[src/rtl/macc_mon_pkg.sv]
// macc_mon_pkg: shared defaults and the saturating counter helper for the MAC error monitor
package macc_mon_pkg;

    localparam int SIZEIN_D  = 16;
    localparam int SIZEOUT_D = 40;
    localparam int COEF_D    = 29;
    localparam int CNTW_D    = 16;

    // Increment v unless it already holds the all-ones value of a w-bit counter (w <= 32)
    function automatic logic [31:0] sat_inc(input logic [31:0] v, input int w);
        logic [31:0] top;
        top = (w >= 32) ? '1 : ((32'd1 << w) - 32'd1);
        return (v >= top) ? v : v + 32'd1;
    endfunction

endpackage

[src/rtl/macc_golden_model.sv]
// macc_golden_model: bit-exact shadow of the shift-add MAC pipeline using a true multiply
module macc_golden_model
    import macc_mon_pkg::*;
#(
    parameter int SIZEIN  = SIZEIN_D,
    parameter int SIZEOUT = SIZEOUT_D,
    parameter int COEF    = COEF_D
) (
    input  logic                      clk,
    input  logic                      rst_n,
    input  logic                      ce,
    input  logic                      sload,
    input  logic signed [SIZEIN-1:0]  a,
    output logic                      sload_d1,
    output logic signed [SIZEOUT-1:0] gold
);

    localparam int PW = 2 * SIZEIN;
    localparam logic signed [SIZEIN-1:0] COEF_S = SIZEIN'(COEF);

    logic signed [SIZEIN-1:0]  a_d1;
    logic signed [SIZEOUT-1:0] prod_d2;
    logic signed [PW-1:0]      prod;

    assign prod = PW'(a_d1) * PW'(COEF_S);

    // Three-stage pipeline matching the MAC register for register; frozen while ce is low
    always_ff @(posedge clk) begin
        if (!rst_n) begin
            a_d1     <= '0;
            sload_d1 <= 1'b0;
            prod_d2  <= '0;
            gold     <= '0;
        end else if (ce) begin
            a_d1     <= a;
            sload_d1 <= sload;
            prod_d2  <= SIZEOUT'(prod);
            gold     <= (sload_d1 ? '0 : gold) + prod_d2;
        end
    end

endmodule

[src/rtl/macc_err_monitor.sv]
// macc_err_monitor: compares the MAC result against a golden model and scores mismatches
module macc_err_monitor
    import macc_mon_pkg::*;
#(
    parameter int SIZEIN  = SIZEIN_D,
    parameter int SIZEOUT = SIZEOUT_D,
    parameter int COEF    = COEF_D,
    parameter int CNTW    = CNTW_D
) (
    input  logic                      clk,
    input  logic                      rst_n,
    input  logic                      ce,
    input  logic                      sload,
    input  logic signed [SIZEIN-1:0]  a,
    input  logic signed [SIZEOUT-1:0] accum_out,
    input  logic                      clr,
    output logic                      armed,
    output logic                      err_pulse,
    output logic                      err_sticky,
    output logic [CNTW-1:0]           err_count,
    output logic [CNTW-1:0]           sample_count,
    output logic [CNTW-1:0]           first_err_idx,
    output logic [SIZEOUT-1:0]        first_err_xor
);

    logic                      sload_d1;
    logic signed [SIZEOUT-1:0] gold;
    logic                      cmp;
    logic                      mismatch;
    logic [31:0]               sc_next;
    logic [31:0]               ec_next;

    macc_golden_model #(
        .SIZEIN (SIZEIN),
        .SIZEOUT(SIZEOUT),
        .COEF   (COEF)
    ) u_gold (
        .clk     (clk),
        .rst_n   (rst_n),
        .ce      (ce),
        .sload   (sload),
        .a       (a),
        .sload_d1(sload_d1),
        .gold    (gold)
    );

    assign cmp      = ce & armed;
    assign mismatch = accum_out != gold;
    assign sc_next  = sat_inc(32'(sample_count), CNTW);
    assign ec_next  = sat_inc(32'(err_count), CNTW);

    // The MAC accumulator is meaningless until its first restart, so arm on the first one
    always_ff @(posedge clk) begin
        if (!rst_n)
            armed <= 1'b0;
        else if (ce && sload_d1)
            armed <= 1'b1;
    end

    // Per-cycle mismatch flag; clr does not mask it
    always_ff @(posedge clk) begin
        if (!rst_n)
            err_pulse <= 1'b0;
        else
            err_pulse <= cmp & mismatch;
    end

    // Saturating counters and first-failure capture; clr overrides any concurrent update
    always_ff @(posedge clk) begin
        if (!rst_n || clr) begin
            err_sticky    <= 1'b0;
            err_count     <= '0;
            sample_count  <= '0;
            first_err_idx <= '0;
            first_err_xor <= '0;
        end else if (cmp) begin
            sample_count <= sc_next[CNTW-1:0];
            if (mismatch) begin
                err_count  <= ec_next[CNTW-1:0];
                err_sticky <= 1'b1;
                if (!err_sticky) begin
                    first_err_idx <= sample_count;
                    first_err_xor <= gold ^ accum_out;
                end
            end
        end
    end

endmodule

[config.mk]
export PLATFORM = sky130hd
export DESIGN_NAME = macc_err_monitor
export DESIGN_NICKNAME = d
export VERILOG_FILES = /design/src/rtl/macc_mon_pkg.sv /design/src/rtl/macc_golden_model.sv /design/src/rtl/macc_err_monitor.sv
export SDC_FILE = /design/constraint.sdc
export NUM_CORES = 1
export LEC_CHECK = 0
export CORE_MARGIN = 10
export CORE_UTILIZATION = 50
export CTS_CLUSTER_DIAMETER = 120
export DETAILED_ROUTE_END_ITERATION = 6
export PLACE_DENSITY = 0.77
export REMOVE_ABC_BUFFERS = 1
export SLEW_MARGIN = 25
export SYNTH_ARGS = -nofsm -noshare
export SYNTH_HDL_FRONTEND = slang
export SYNTH_SLANG_ARGS = --single-unit
[constraint.sdc]
create_clock -name clk -period 6.5 [get_ports clk]
set_clock_uncertainty 0.05 [all_clocks]
set_input_delay 1.3 -clock clk [delete_from_list [all_inputs] [get_ports clk]]
set_output_delay 1.3 -clock clk [all_outputs]
set_load 0.1 [all_outputs]
### After elaboration in Yosys (flattened, before gate mapping)

Cells that the tools add are included.

| storage, ports and cells | value |
|---|---|
| register bits | 170 |
| input port bits | 61 |
| output and inout port bits | 91 |
| word-level logic and storage cells | 32 |

| operators by class | value |
|---|---|
| $add $sub $neg | 3 |
| multipliers | 1 |
| $lt $le $gt $ge | 2 |
| eq/ne operators | 1 |
| mux-type cells | 1 |
| bitwise operators | 6 |
| reduce and logical (&&, ||, !) cells | 7 |

Operators with widths:

| operator | count |
|---|---|
| adder 40 bit | 1 |
| 2-to-1 mux 40 bit | 1 |
| != test 40 bit | 1 |
| XOR 40 bit | 1 |
| adder 16 x 1 -> 16 bit, second input constant | 2 |
| >= comparator 16 bit, second input constant | 2 |
| multiplier 16 x 6 -> 22 bit, second input constant | 1 |
| AND reduction 3 bit | 2 |
| AND reduction 2 bit | 2 |
| inverter 1 bit | 3 |
| bitwise AND 1 bit | 2 |
| logical AND 1 bit | 1 |
| logical NOT 1 bit | 1 |
| logical OR 1 bit | 1 |

### Logic depth before layout (Yosys ltp)

| depth | value |
|---|---|
| depth in word-level cells | 3 |
| mapped depth | 16 |

### Cells and area by module

A second synthesis with hierarchy kept.

| unflattened totals | value |
|---|---|
| cell total of the unflattened synthesis | 1312 |
| area, all modules | 11459.7 µm² |

Modules (own cells, without submodules):

| module | times used | cells each | area each (µm²) | seq. area each (µm²) |
|---|---|---|---|---|
| macc_golden_model | 1 | 845 | 7287.0 | 1581.5 |
| macc_err_monitor | 1 | 467 | 4172.8 | 1821.7 |

### Least setup slack after synthesis

OpenSTA, ideal clock, no wires.

| timing path | value |
|---|---|
| path kind | register to register |
| from | register u_gold.a_d1[1] |
| to | register u_gold.prod_d2[18] |
| data arrival time | 3.735 ns |
| slack | 2.587 ns |
| cell stages (with the launch flop) | 16 |
| clock period less this slack | 3.913 ns |
| path through | dfxtp_1 > ha_1 > inv_1 > fa_1 > fa_1 > inv_1 > fa_1 > a21oi_1 > o21ai_1 > a2111oi_2 > nor3_1 > o31ai_2 > o21ai_0 > xor2_1 > mux2i_1 > nor2_1 |

| on the way | value |
|---|---|
| word-level cells in the longest chain between the ends | 1 |

RTL lines:

| element | RTL line | source |
|---|---|---|
| start, declared | macc_golden_model.sv:21 | `logic signed [SIZEIN-1:0] a_d1;` |
| start signal, assigned | macc_golden_model.sv:30 | `a_d1 <= '0;` |
| start signal, assigned | macc_golden_model.sv:35 | `a_d1 <= a;` |
| multiplier 16 x 6 -> 22 bit | macc_golden_model.sv:25 | `assign prod = PW'(a_d1) * PW'(COEF_S);` |
| end signal, assigned | macc_golden_model.sv:37 | `prod_d2 <= SIZEOUT'(prod);` |
| end, declared | macc_golden_model.sv:22 | `logic signed [SIZEOUT-1:0] prod_d2;` |

Every way passes these cells.
A chain may end at the register's enable or synchronous reset.

### Worst setup path after layout

| timing path | value |
|---|---|
| from | register u_gold.a_d1[6] |
| to | register u_gold.prod_d2[19] |

The elaborated chain is that of the path after synthesis.

==> results.yml <==
die:
  dieArea_um2: 28430
  fp.dieH_um: 168.6
  core_area_um2: 21760
  pin_count: 152
  start_util_pct: 50.76
  placementRows: 54
  die_w_um: 168.6
timing:
  period_share_pct: 63.99
  setup_violations: 0
  whs_ns: 0.4507
  worst_pin_slew_ns: 1.042
  fmax_mhz: 240.4
  grt_setup_unrepaired: "false"
  tns_ns: 0
  finalMaxSlewViolations: 0
  relSlewSlack_pct: 30.31
  hold_violations: 0
  post-route-min-period_ns: 4.159
clock_network:
  tritoncts: "built"
  postCtsResizedCells: 0
  clockBufferDepth: 2
  cts_hold_buf: 0
  cts_buffers: 17
  clkSinkCount: 170
  cts_root_buf: "clkbuf_16"
  htreeDepth: 4
  clk_latency_ns: 0.44
  path_clk_slew_ns: 0.08
  cts_setup_buffers: 0
finish:
  fin_area_um2: 13400
  layout_commonest_cell: "nor2_1"
  num-nets-final: 1567
  register_area_um2: 3403
  syn_to_final_growth_pct: 21.30
  antennaDiodeCount: 0
  layout-drive-gt1-share_pct: 5.007
  final_util_pct: 61.58
  multiInputGateArea_um2: 7101
  layout_common_cells: "195 x nor2_1, 170 x dfxtp_1, 150 x clkdlybuf4s50_1"
  nFillCells: 1899
placed_design:
  routabilityCongestion: 0.8992
  postPlaceCellArea_um2: 12760
  hpwl_mm: 22.03
  placement.io_buffers: 151
critical_path:
  crit_fanout: 6
  reg2reg_slack_ns: 2.34
  start_kind: "flip-flop"
  reg2reg_from: "u_gold.a_d1[6]"
  cp-end-kind: "flip-flop"
  arrival_ns: 4.40
  crit_type: "flip-flop to flip-flop"
  r2r_cells: 15
  timing.rr.end: "u_gold.prod_d2[19]"
  crit_required_ns: 6.74
route:
  drtIter0Drc: 572
  antenna_left: 0
  wl_per_cell_um: 17.08
  dr.pass1.iters: 7
  vias: 9160
  wirelength_mm: 28.65
  post-route-drc-count: 0
  viasPerCell: 5.459
synthesis:
  synth-edff-count: 0
  yosysUniqueCellTypes: 69
  syn_area_per_cell_um2: 8.751
  synth_top_area_share_pct: 30.81
  yosys-top-cells-area: "dfxtp_1 31%, ha_1 10%, mux2i_1 6.8%"
  synth_warnings: 0
  synth_cells: 1262
  ys.flop_type: "dfxtp_1"
  post-synth-top-area-cell: "dfxtp_1"
  ys_async_sr_fraction_pct: 0
  syn_area_um2: 11040
  ys_seq_area_share_pct: 30.81
  ys_ff_latch: 170
grt:
  grt_max_degree: 90
  track_usage_pct: 19.77
  first_global_vias: 9077
  antenna_found_initial: 0
  grt_pass1_wl_mm: 46.52
  grt_overflow: 0
run:
  drv_cap: 0
power_and_ir_drop:
  peakVddDrop_uv: 181.8
  power_mw: 2.936
  p_leak_nw: 5.624
  p_per_area_nw_per_um2: 219.1
worst_hold_path:
  worstHoldPathType: "flip-flop to flip-flop"
  worstHoldPathCells: 2
  hold_path_end: "u_gold.gold[35]"
  min-delay-start: "u_gold.gold[35]"
status:
  status: "finished, final reports clean"
==> critical path, cell delays in order, from the launching register on <==
cell,delay [ns]
dfxtp_1,0.45
ha_1,0.29
fa_1,0.53
inv_1,0.05
fa_1,0.52
inv_1,0.04
ha_1,0.37
a21o_1,0.19
a21oi_1,0.21
nand2_1,0.07
o211a_1,0.23
o21a_1,0.19
o21a_1,0.18
o41a_1,0.37
xnor2_1,0.17
a21oi_1,0.09
==> cell type report <==
cell class | instances | share of cell area, %
Clock buffer | 17 | 3.175
Sequential cell | 170 | 25.40
Tap cell | 280 | 2.615
Multi-Input combinational cell | 947 | 53.00
Timing Repair Buffer | 158 | 11.66
Inverter | 91 | 2.550
Clock inverter | 15 | 1.597
==> synthesized netlist by cell type (4+ instances only) <==
master	instances
inv_1	90
a21o_1	28
nor2b_1	47
o21a_1	7
ha_1	91
buf_2	6
and4_1	6
nand4_1	25
nand2b_1	6
o21ai_1	7
a21oi_1	51
nor2_1	196
a211oi_1	51
o21bai_1	9
clkbuf_1	41
xnor2_1	77
nand3_1	32
and2_1	8
o211ai_1	7
or3_1	4
xor2_1	40
dfxtp_1	170
buf_1	6
o21ai_0	30
nand2_1	46
mux2i_1	75
nor3_1	15
and3_1	6
fa_1	30
==> flip-flops by register name (all words and copies together) (netlist names) <==
name	flops
sample_count	16
u_gold.prod_d2	22
err_sticky	1
u_gold.gold	40
err_pulse	1
armed	1
u_gold.sload_d1	1
first_err_idx	16
first_err_xor	40
err_count	16
u_gold.a_d1	16
==> worst max-delay path by stage <==
stage / start / end / slack [ns] / cells past startpoint
2_1_floorplan: accum_out[34] / first_err_idx[0] / 0.58 / 7
3_3_place_gp: accum_out[13] / first_err_xor[14] / 2.27 / 9
3_5_place_dp: accum_out[13] / first_err_xor[37] / 2.16 / 9
4_1_cts: u_gold.a_d1[2] / u_gold.prod_d2[18] / 2.31 / 15
5_1_grt: u_gold.a_d1[5] / u_gold.prod_d2[18] / 2.07 / 15
6_report: u_gold.a_d1[6] / u_gold.prod_d2[19] / 2.34 / 15
==> metrics by stage <==
| stage | instances | setup slack [ns] |
|---|---|---|
| after floorplan | 1208 | 0.5796 |
| after global placement | 1646 | 2.267 |
| after CTS | 1678 | 2.311 |
| after global routing | 1678 | 2.070 |
| after detailed placement | 1646 | 2.162 |
| final | 1678 | 2.341 |
==> where the power goes <==
part	internal, mW	switching, mW
clock	0.533	0.537
combinational	0.303	0.411
sequential	1.09	0.0566
==> routing by layer <==
metal	GRT usage, %	share of wire [%]	vias up
li1	-	-	4608
met3	3.613	5.4	58
met4	7.646	3.2	0
met2	32.76	47	243
met5	0	0	-
met1	24.96	45	4251
==> kinds of logic (layout without fill, tap and decap cells) <==
family	after synthesis	after routing	share of synthesized area (%)
DFF	170	170	30.81
xor gates and xnor gates	117	117	9.278
and+or+nand+nor	406	406	17.46
buffers and inverters	145	281	5.030
muxes	75	75	6.797
AOI/OAI and AO/OA	228	228	14.87
adders and majority gates	121	121	15.75
No activity file was read; power rests on OpenSTA's default activity.
